`src/rtl/mcast_branch_seq.sv`:
```
// mcast_branch_seq
// Sequential multicast branch generator for an XY-tree router. One head
// descriptor (unicast id or multicast bitmap) is accepted at a time. Its
// destinations are split by output port, and one branch per non-empty port is
// emitted in ascending port-code order under valid/ready flow control.
module mcast_branch_seq #(
  parameter  int MESH_X  = 4,
  parameter  int MESH_Y  = 4,
  parameter  int MY_XPOS = 0,
  parameter  int MY_YPOS = 0,
  localparam int N_NODES = MESH_X * MESH_Y,
  localparam int ID_W    = $clog2(N_NODES)
) (
  input  logic               clk,
  input  logic               rst_n,
  input  logic               in_valid,
  output logic               in_ready,
  input  logic               in_um_type,
  input  logic [ID_W-1:0]    in_uni_dst,
  input  logic [N_NODES-1:0] in_mult_dst,
  output logic               out_valid,
  input  logic               out_ready,
  output logic [2:0]         out_port,
  output logic [N_NODES-1:0] out_dst_mask,
  output logic               out_last,
  output logic               busy,
  output logic               err_pulse
);

  localparam logic [2:0] P_LOCAL = 3'd0;
  localparam logic [2:0] P_EAST  = 3'd1;
  localparam logic [2:0] P_WEST  = 3'd2;
  localparam logic [2:0] P_NORTH = 3'd3;
  localparam logic [2:0] P_SOUTH = 3'd4;

  // Elaboration-time bitmap of every node routed through port p
  // (node id = x*MESH_Y + y).
  function automatic logic [N_NODES-1:0] class_mask(input logic [2:0] p);
    logic [N_NODES-1:0] m;
    int x;
    int y;
    logic [2:0] c;
    m = '0;
    for (int i = 0; i < N_NODES; i++) begin
      x = i / MESH_Y;
      y = i % MESH_Y;
      if (x > MY_XPOS)      c = P_EAST;
      else if (x < MY_XPOS) c = P_WEST;
      else if (y > MY_YPOS) c = P_NORTH;
      else if (y < MY_YPOS) c = P_SOUTH;
      else                  c = P_LOCAL;
      if (c == p) m[i] = 1'b1;
    end
    return m;
  endfunction

  localparam logic [N_NODES-1:0] MASK_LOCAL = class_mask(P_LOCAL);
  localparam logic [N_NODES-1:0] MASK_EAST  = class_mask(P_EAST);
  localparam logic [N_NODES-1:0] MASK_WEST  = class_mask(P_WEST);
  localparam logic [N_NODES-1:0] MASK_NORTH = class_mask(P_NORTH);
  localparam logic [N_NODES-1:0] MASK_SOUTH = class_mask(P_SOUTH);

  // Lowest port code that still has a destination in m.
  function automatic logic [2:0] pick_port(input logic [N_NODES-1:0] m);
    if (|(m & MASK_LOCAL))      return P_LOCAL;
    else if (|(m & MASK_EAST))  return P_EAST;
    else if (|(m & MASK_WEST))  return P_WEST;
    else if (|(m & MASK_NORTH)) return P_NORTH;
    else                        return P_SOUTH;
  endfunction

  function automatic logic [N_NODES-1:0] port_mask(input logic [2:0] p);
    case (p)
      P_LOCAL: return MASK_LOCAL;
      P_EAST:  return MASK_EAST;
      P_WEST:  return MASK_WEST;
      P_NORTH: return MASK_NORTH;
      P_SOUTH: return MASK_SOUTH;
      default: return '0;
    endcase
  endfunction

  typedef enum logic {IDLE, EMIT} state_t;

  state_t             state_q, state_d;
  logic [N_NODES-1:0] rem_q, rem_d;
  logic [2:0]         port_d;
  logic [N_NODES-1:0] dst_d;
  logic               last_d;
  logic               err_d;

  logic               accept;
  logic               handshake;
  logic               uni_in_range;
  logic [N_NODES-1:0] load_mask;
  logic [N_NODES-1:0] rem_after;
  logic [N_NODES-1:0] src_mask;
  logic [2:0]         nxt_port;
  logic [N_NODES-1:0] nxt_dst;
  logic               nxt_last;

  assign in_ready  = (state_q == IDLE);
  assign busy      = (state_q == EMIT);
  assign out_valid = (state_q == EMIT);
  assign accept    = in_valid & in_ready;
  assign handshake = out_valid & out_ready;

  // Decode the incoming descriptor and precompute the next branch to present:
  // from the fresh descriptor in IDLE, from what is left after this branch in EMIT.
  always_comb begin
    uni_in_range = ({1'b0, in_uni_dst} < (ID_W + 1)'(N_NODES));
    load_mask    = '0;
    if (in_um_type)        load_mask = in_mult_dst;
    else if (uni_in_range) load_mask = N_NODES'(1) << in_uni_dst;
    rem_after = rem_q & ~out_dst_mask;
    src_mask  = (state_q == IDLE) ? load_mask : rem_after;
    nxt_port  = pick_port(src_mask);
    nxt_dst   = src_mask & port_mask(nxt_port);
    nxt_last  = ~|(src_mask & ~nxt_dst);
  end

  // State register.
  always_ff @(posedge clk or negedge rst_n) begin
    if (!rst_n) state_q <= IDLE;
    else        state_q <= state_d;
  end

  // Next-state logic: empty descriptors never leave IDLE.
  always_comb begin
    state_d = state_q;
    case (state_q)
      IDLE:    if (accept && |load_mask) state_d = EMIT;
      EMIT:    if (handshake && out_last) state_d = IDLE;
      default: state_d = IDLE;
    endcase
  end

  // Next values of the registered outputs; they only move on accept or handshake,
  // so a stalled branch holds steady.
  always_comb begin
    rem_d  = rem_q;
    port_d = out_port;
    dst_d  = out_dst_mask;
    last_d = out_last;
    err_d  = 1'b0;
    case (state_q)
      IDLE: begin
        if (accept) begin
          if (|load_mask) begin
            rem_d  = load_mask;
            port_d = nxt_port;
            dst_d  = nxt_dst;
            last_d = nxt_last;
          end else begin
            err_d = 1'b1;
          end
        end
      end
      EMIT: begin
        if (handshake) begin
          if (out_last) begin
            rem_d  = '0;
            port_d = P_LOCAL;
            dst_d  = '0;
            last_d = 1'b0;
          end else begin
            rem_d  = rem_after;
            port_d = nxt_port;
            dst_d  = nxt_dst;
            last_d = nxt_last;
          end
        end
      end
      default: ;
    endcase
  end

  // Remaining-mask and branch output registers; reset clears any descriptor in flight.
  always_ff @(posedge clk or negedge rst_n) begin
    if (!rst_n) begin
      rem_q        <= '0;
      out_port     <= P_LOCAL;
      out_dst_mask <= '0;
      out_last     <= 1'b0;
      err_pulse    <= 1'b0;
    end else begin
      rem_q        <= rem_d;
      out_port     <= port_d;
      out_dst_mask <= dst_d;
      out_last     <= last_d;
      err_pulse    <= err_d;
    end
  end

endmodule

```
`config.mk`:
```
export PLATFORM = sky130hd
export DESIGN_NAME = mcast_branch_seq
export DESIGN_NICKNAME = d
export VERILOG_FILES = /design/src/rtl/mcast_branch_seq.sv
export SDC_FILE = /design/constraint.sdc
export NUM_CORES = 1
export LEC_CHECK = 0
export ABC_CLOCK_PERIOD_IN_PS = 4100
export BUFFER_PORTS_ARGS = -buffer_cell sky130_fd_sc_hd__buf_2
export CAP_MARGIN = 20
export CORE_UTILIZATION = 55
export CTS_BUF_LIST = sky130_fd_sc_hd__clkbuf_4 sky130_fd_sc_hd__clkbuf_8 sky130_fd_sc_hd__clkbuf_16
export CTS_CLUSTER_DIAMETER = 120
export DETAILED_ROUTE_END_ITERATION = 8
export GPL_ROUTABILITY_DRIVEN = 0
export MAX_ROUTING_LAYER = met4
export PLACE_DENSITY = 0.9
export SYNTH_ARGS = -nofsm -noshare
export SYNTH_HDL_FRONTEND = slang
export SYNTH_SLANG_ARGS = --single-unit
```
`constraint.sdc`:
```
create_clock -name clk -period 4.1 [get_ports clk]
set_clock_uncertainty 0.1 [all_clocks]
set_input_delay 0.41 -clock clk [delete_from_list [all_inputs] [get_ports clk]]
set_output_delay 0.41 -clock clk [all_outputs]
set_load 0.02 [all_outputs]
```
==> flow_summary.toml <==
[yosys]
ys_warn_count = 0
synth.ff_latch_count = 38
yosys_most_used_dff = "dfrtp_1"
synth_edf_count = 0
ys_seq_area_share_pct = 41.9
syn_area_per_cell_um2 = 9.50
synth_area_um2 = 2270
syn_inst = 239
yosysUniqueCellTypes = 44
async_flop_share_pct = 100
syn_nets = 264

[route]
ant_nets = 0
routedWlPerCell_um = 17.4
vias_per_cell = 6.45
vias = 2114
routed.top_layer = "met4"
wl_met2_um = 2820
drt-total-wl_um = 5700
drt_iter0_drc = 208
drt-met1-wl_um = 2440
wl_met3_um = 342
drc_errors = 0
drt_pass1_iterations = 5

[floorplanning]
num_rows = 22
die_h_um = 66.3
die_x_um = 66.3
dieArea_um2 = 4390
initial_core_util_pct = 59.8
ios = 49
core-area_um2 = 3800

[layout]
drive_gt1_share_pct = 26.8
final_nets = 304
fillCellCount = 323
area_growth_pct = 13.3
antenna_cells = 0

[timing]
rsz0062_at_grt = "false"
tightest_slew_ns = 1.05
timing.final.crit_share_pct = 67.0
drv_slew = 0
fin_ws_ns = 1.35
hold_ws_ns = 0.0951
setup_viol = 0
fin_setup_tns_ns = 0
max-slew-margin-rel_pct = 29.9
fin_crit_ns = 2.75
fmax_ghz = 0.364
hold_violations = 0

[worst_setup_path]
crit_type = "in2reg"
crit_fanout = 40
end_kind = "flip-flop"
crit_buf_inv = 2
cp_top_family = "buffers and inverters"
critPathMaxStageDelay_ns = 0.48
crit_slowest_cell = "buf_2"
critPathRequiredTime_ns = 4.17
crit_path_start_kind = "primary input"
path_cells = "buf_2, nor3_1, a21boi_0, nand4_1, o31a_1, nor2_2, buf_4, mux2_2"
arrival_ns = 2.82

[power]
p_switching_uw = 770
p_int_uw = 1000
p_leak_uw = 0.00118
pwr-share-clk_pct = 15.3
finalPower_uw = 1770
switching_share_pct = 43.5
p_seq_share_pct = 36.5
ir_drop_v = 0.000493
combPwrFrac_pct = 48.2
p_per_area_nw_per_um2 = 688

[clock_network]
clockBufferDepth = 2
clock_sinks = 38
post-cts-setup-buffers = 0
htree_levels = 2
cts_tree = "yes"
ctsHoldBuffers = 0
clk_latency_ns = 0.30
ctsResizeCount = 0
cts_made_buffers = 5
cts_root_buf = "clkbuf_8"
path_clk_slew_ns = 0.08

[outcome]
run_status = "finished clean"

[place]
io_buffer_count = 48
hpwl_um = 4090
place_ws_ns = 1.09

[hold_path]
worstHoldPathType = "in2async"

[grt]
grt_max_degree = 41
grtUsageTotal_pct = 29.2
antenna_found_initial = 0
grt_first_pass_wirelength_um = 9250
grt_remaining_overflow = 0
grt_pass1_vias = 1895

[job]
cap_violations = 0
sequential cells by signal, summed over array words and instances, names as in the netlist:
register      count
busy              1
err_pulse         1
out_dst_mask     16
out_last          1
out_port          3
rem_q            16
stage by stage:
stage / area [um2] / util [%] / instances
after floorplan: 2270 / - / 239
after global placement: 2480 / 65.3 / 320
after detailed placement: 2480 / 65.3 / 320
after CTS: 2570 / 67.8 / 328
after global routing: 2570 / 67.8 / 328
final: 2570 / 67.8 / 328
final cells by class:
class	count	area [um2]	share of cell area, %
Clock buffer	7	90.1	3.50
Clock inverter	1	5.00	0.194
Multi-Input combinational cell	181	1200	46.8
Sequential cell	38	951	36.9
Timing Repair Buffer	49	248	9.63
Inverter	4	15.0	0.583
Tap cell	48	60.1	2.33
worst paths after layout:
check / from / slack (ns) / end / cells past startpoint
min reg2reg: rem_q[3] / 0.40 / rem_q[3] / 1
max reg2reg: busy / 1.46 / out_port[2] / 5
min in group clk: out_ready / 0.32 / busy / 4
max in group asynchronous: rst_n / 3.27 / rem_q[4] / 1
min: rst_n / 0.1 / rem_q[1] / 1
max: in_um_type / 1.35 / rem_q[5] / 8
synthesized netlist by cell type, types with 4 or more instances:
cell / count / area share (%)
inv_1: 4 / 0.66
nor2_1: 5 / 0.83
o22a_1: 4 / 1.5
nand2b_1: 17 / 4.7
o21ai_0: 13 / 2.9
nand2_1: 23 / 3.8
clkbuf_1: 4 / 0.66
dfrtp_1: 38 / 42
buf_4: 4 / 1.3
o22ai_1: 15 / 4.1
a22o_1: 19 / 7.3
a21oi_1: 15 / 3.3
mux2_2: 12 / 6.0
nor3_1: 12 / 2.6
nor2b_1: 4 / 1.1
o2bb2ai_1: 5 / 1.9
cells in the final DEF, fill, tap and decap left out, drive strengths merged, types with 2 or more instances in the layout:
cell type and n:
a211oi 4, a21boi 2, a21oi 15, a22o 19
buf 49, clkbuf 7, dfrtp 38, inv 4
mux2 12, nand2 23, nand2b 17, nand3 3
nand4 2, nor2 6, nor2b 4, nor3 12
o21ai 14, o22a 4, o22ai 15, o2bb2ai 5
o31a 3, o31ai 2, or3 2, or4 4
metal layers:
metal	track usage, %	up-vias
met1	37.3	1014
met5	-	-
met3	7.07	16
met4	8.78	0
met2	46.0	94
li1	-	990
power groups by stage:
stage / clock (uW) / combinational (uW) / sequential [uW]
after global routing: 296 / 925 / 664
final: 271 / 854 / 646
after floorplan: 0 / 607 / 675
after detailed placement: 0 / 845 / 650
after global placement: 0 / 814 / 642
after CTS: 276 / 851 / 644
cells by family after synthesis:
family                    after synthesis  share of synthesized area, %
AOI/OAI and AO/OA                      91                          28.9
xor gates and xnor gates                1                         0.386
buffers and inverters                  20                          5.07
DFF                                    38                          41.9
muxes                                  12                          5.95
and+or+nand+nor                        77                          17.9
Power figures use the tool's default switching activity.
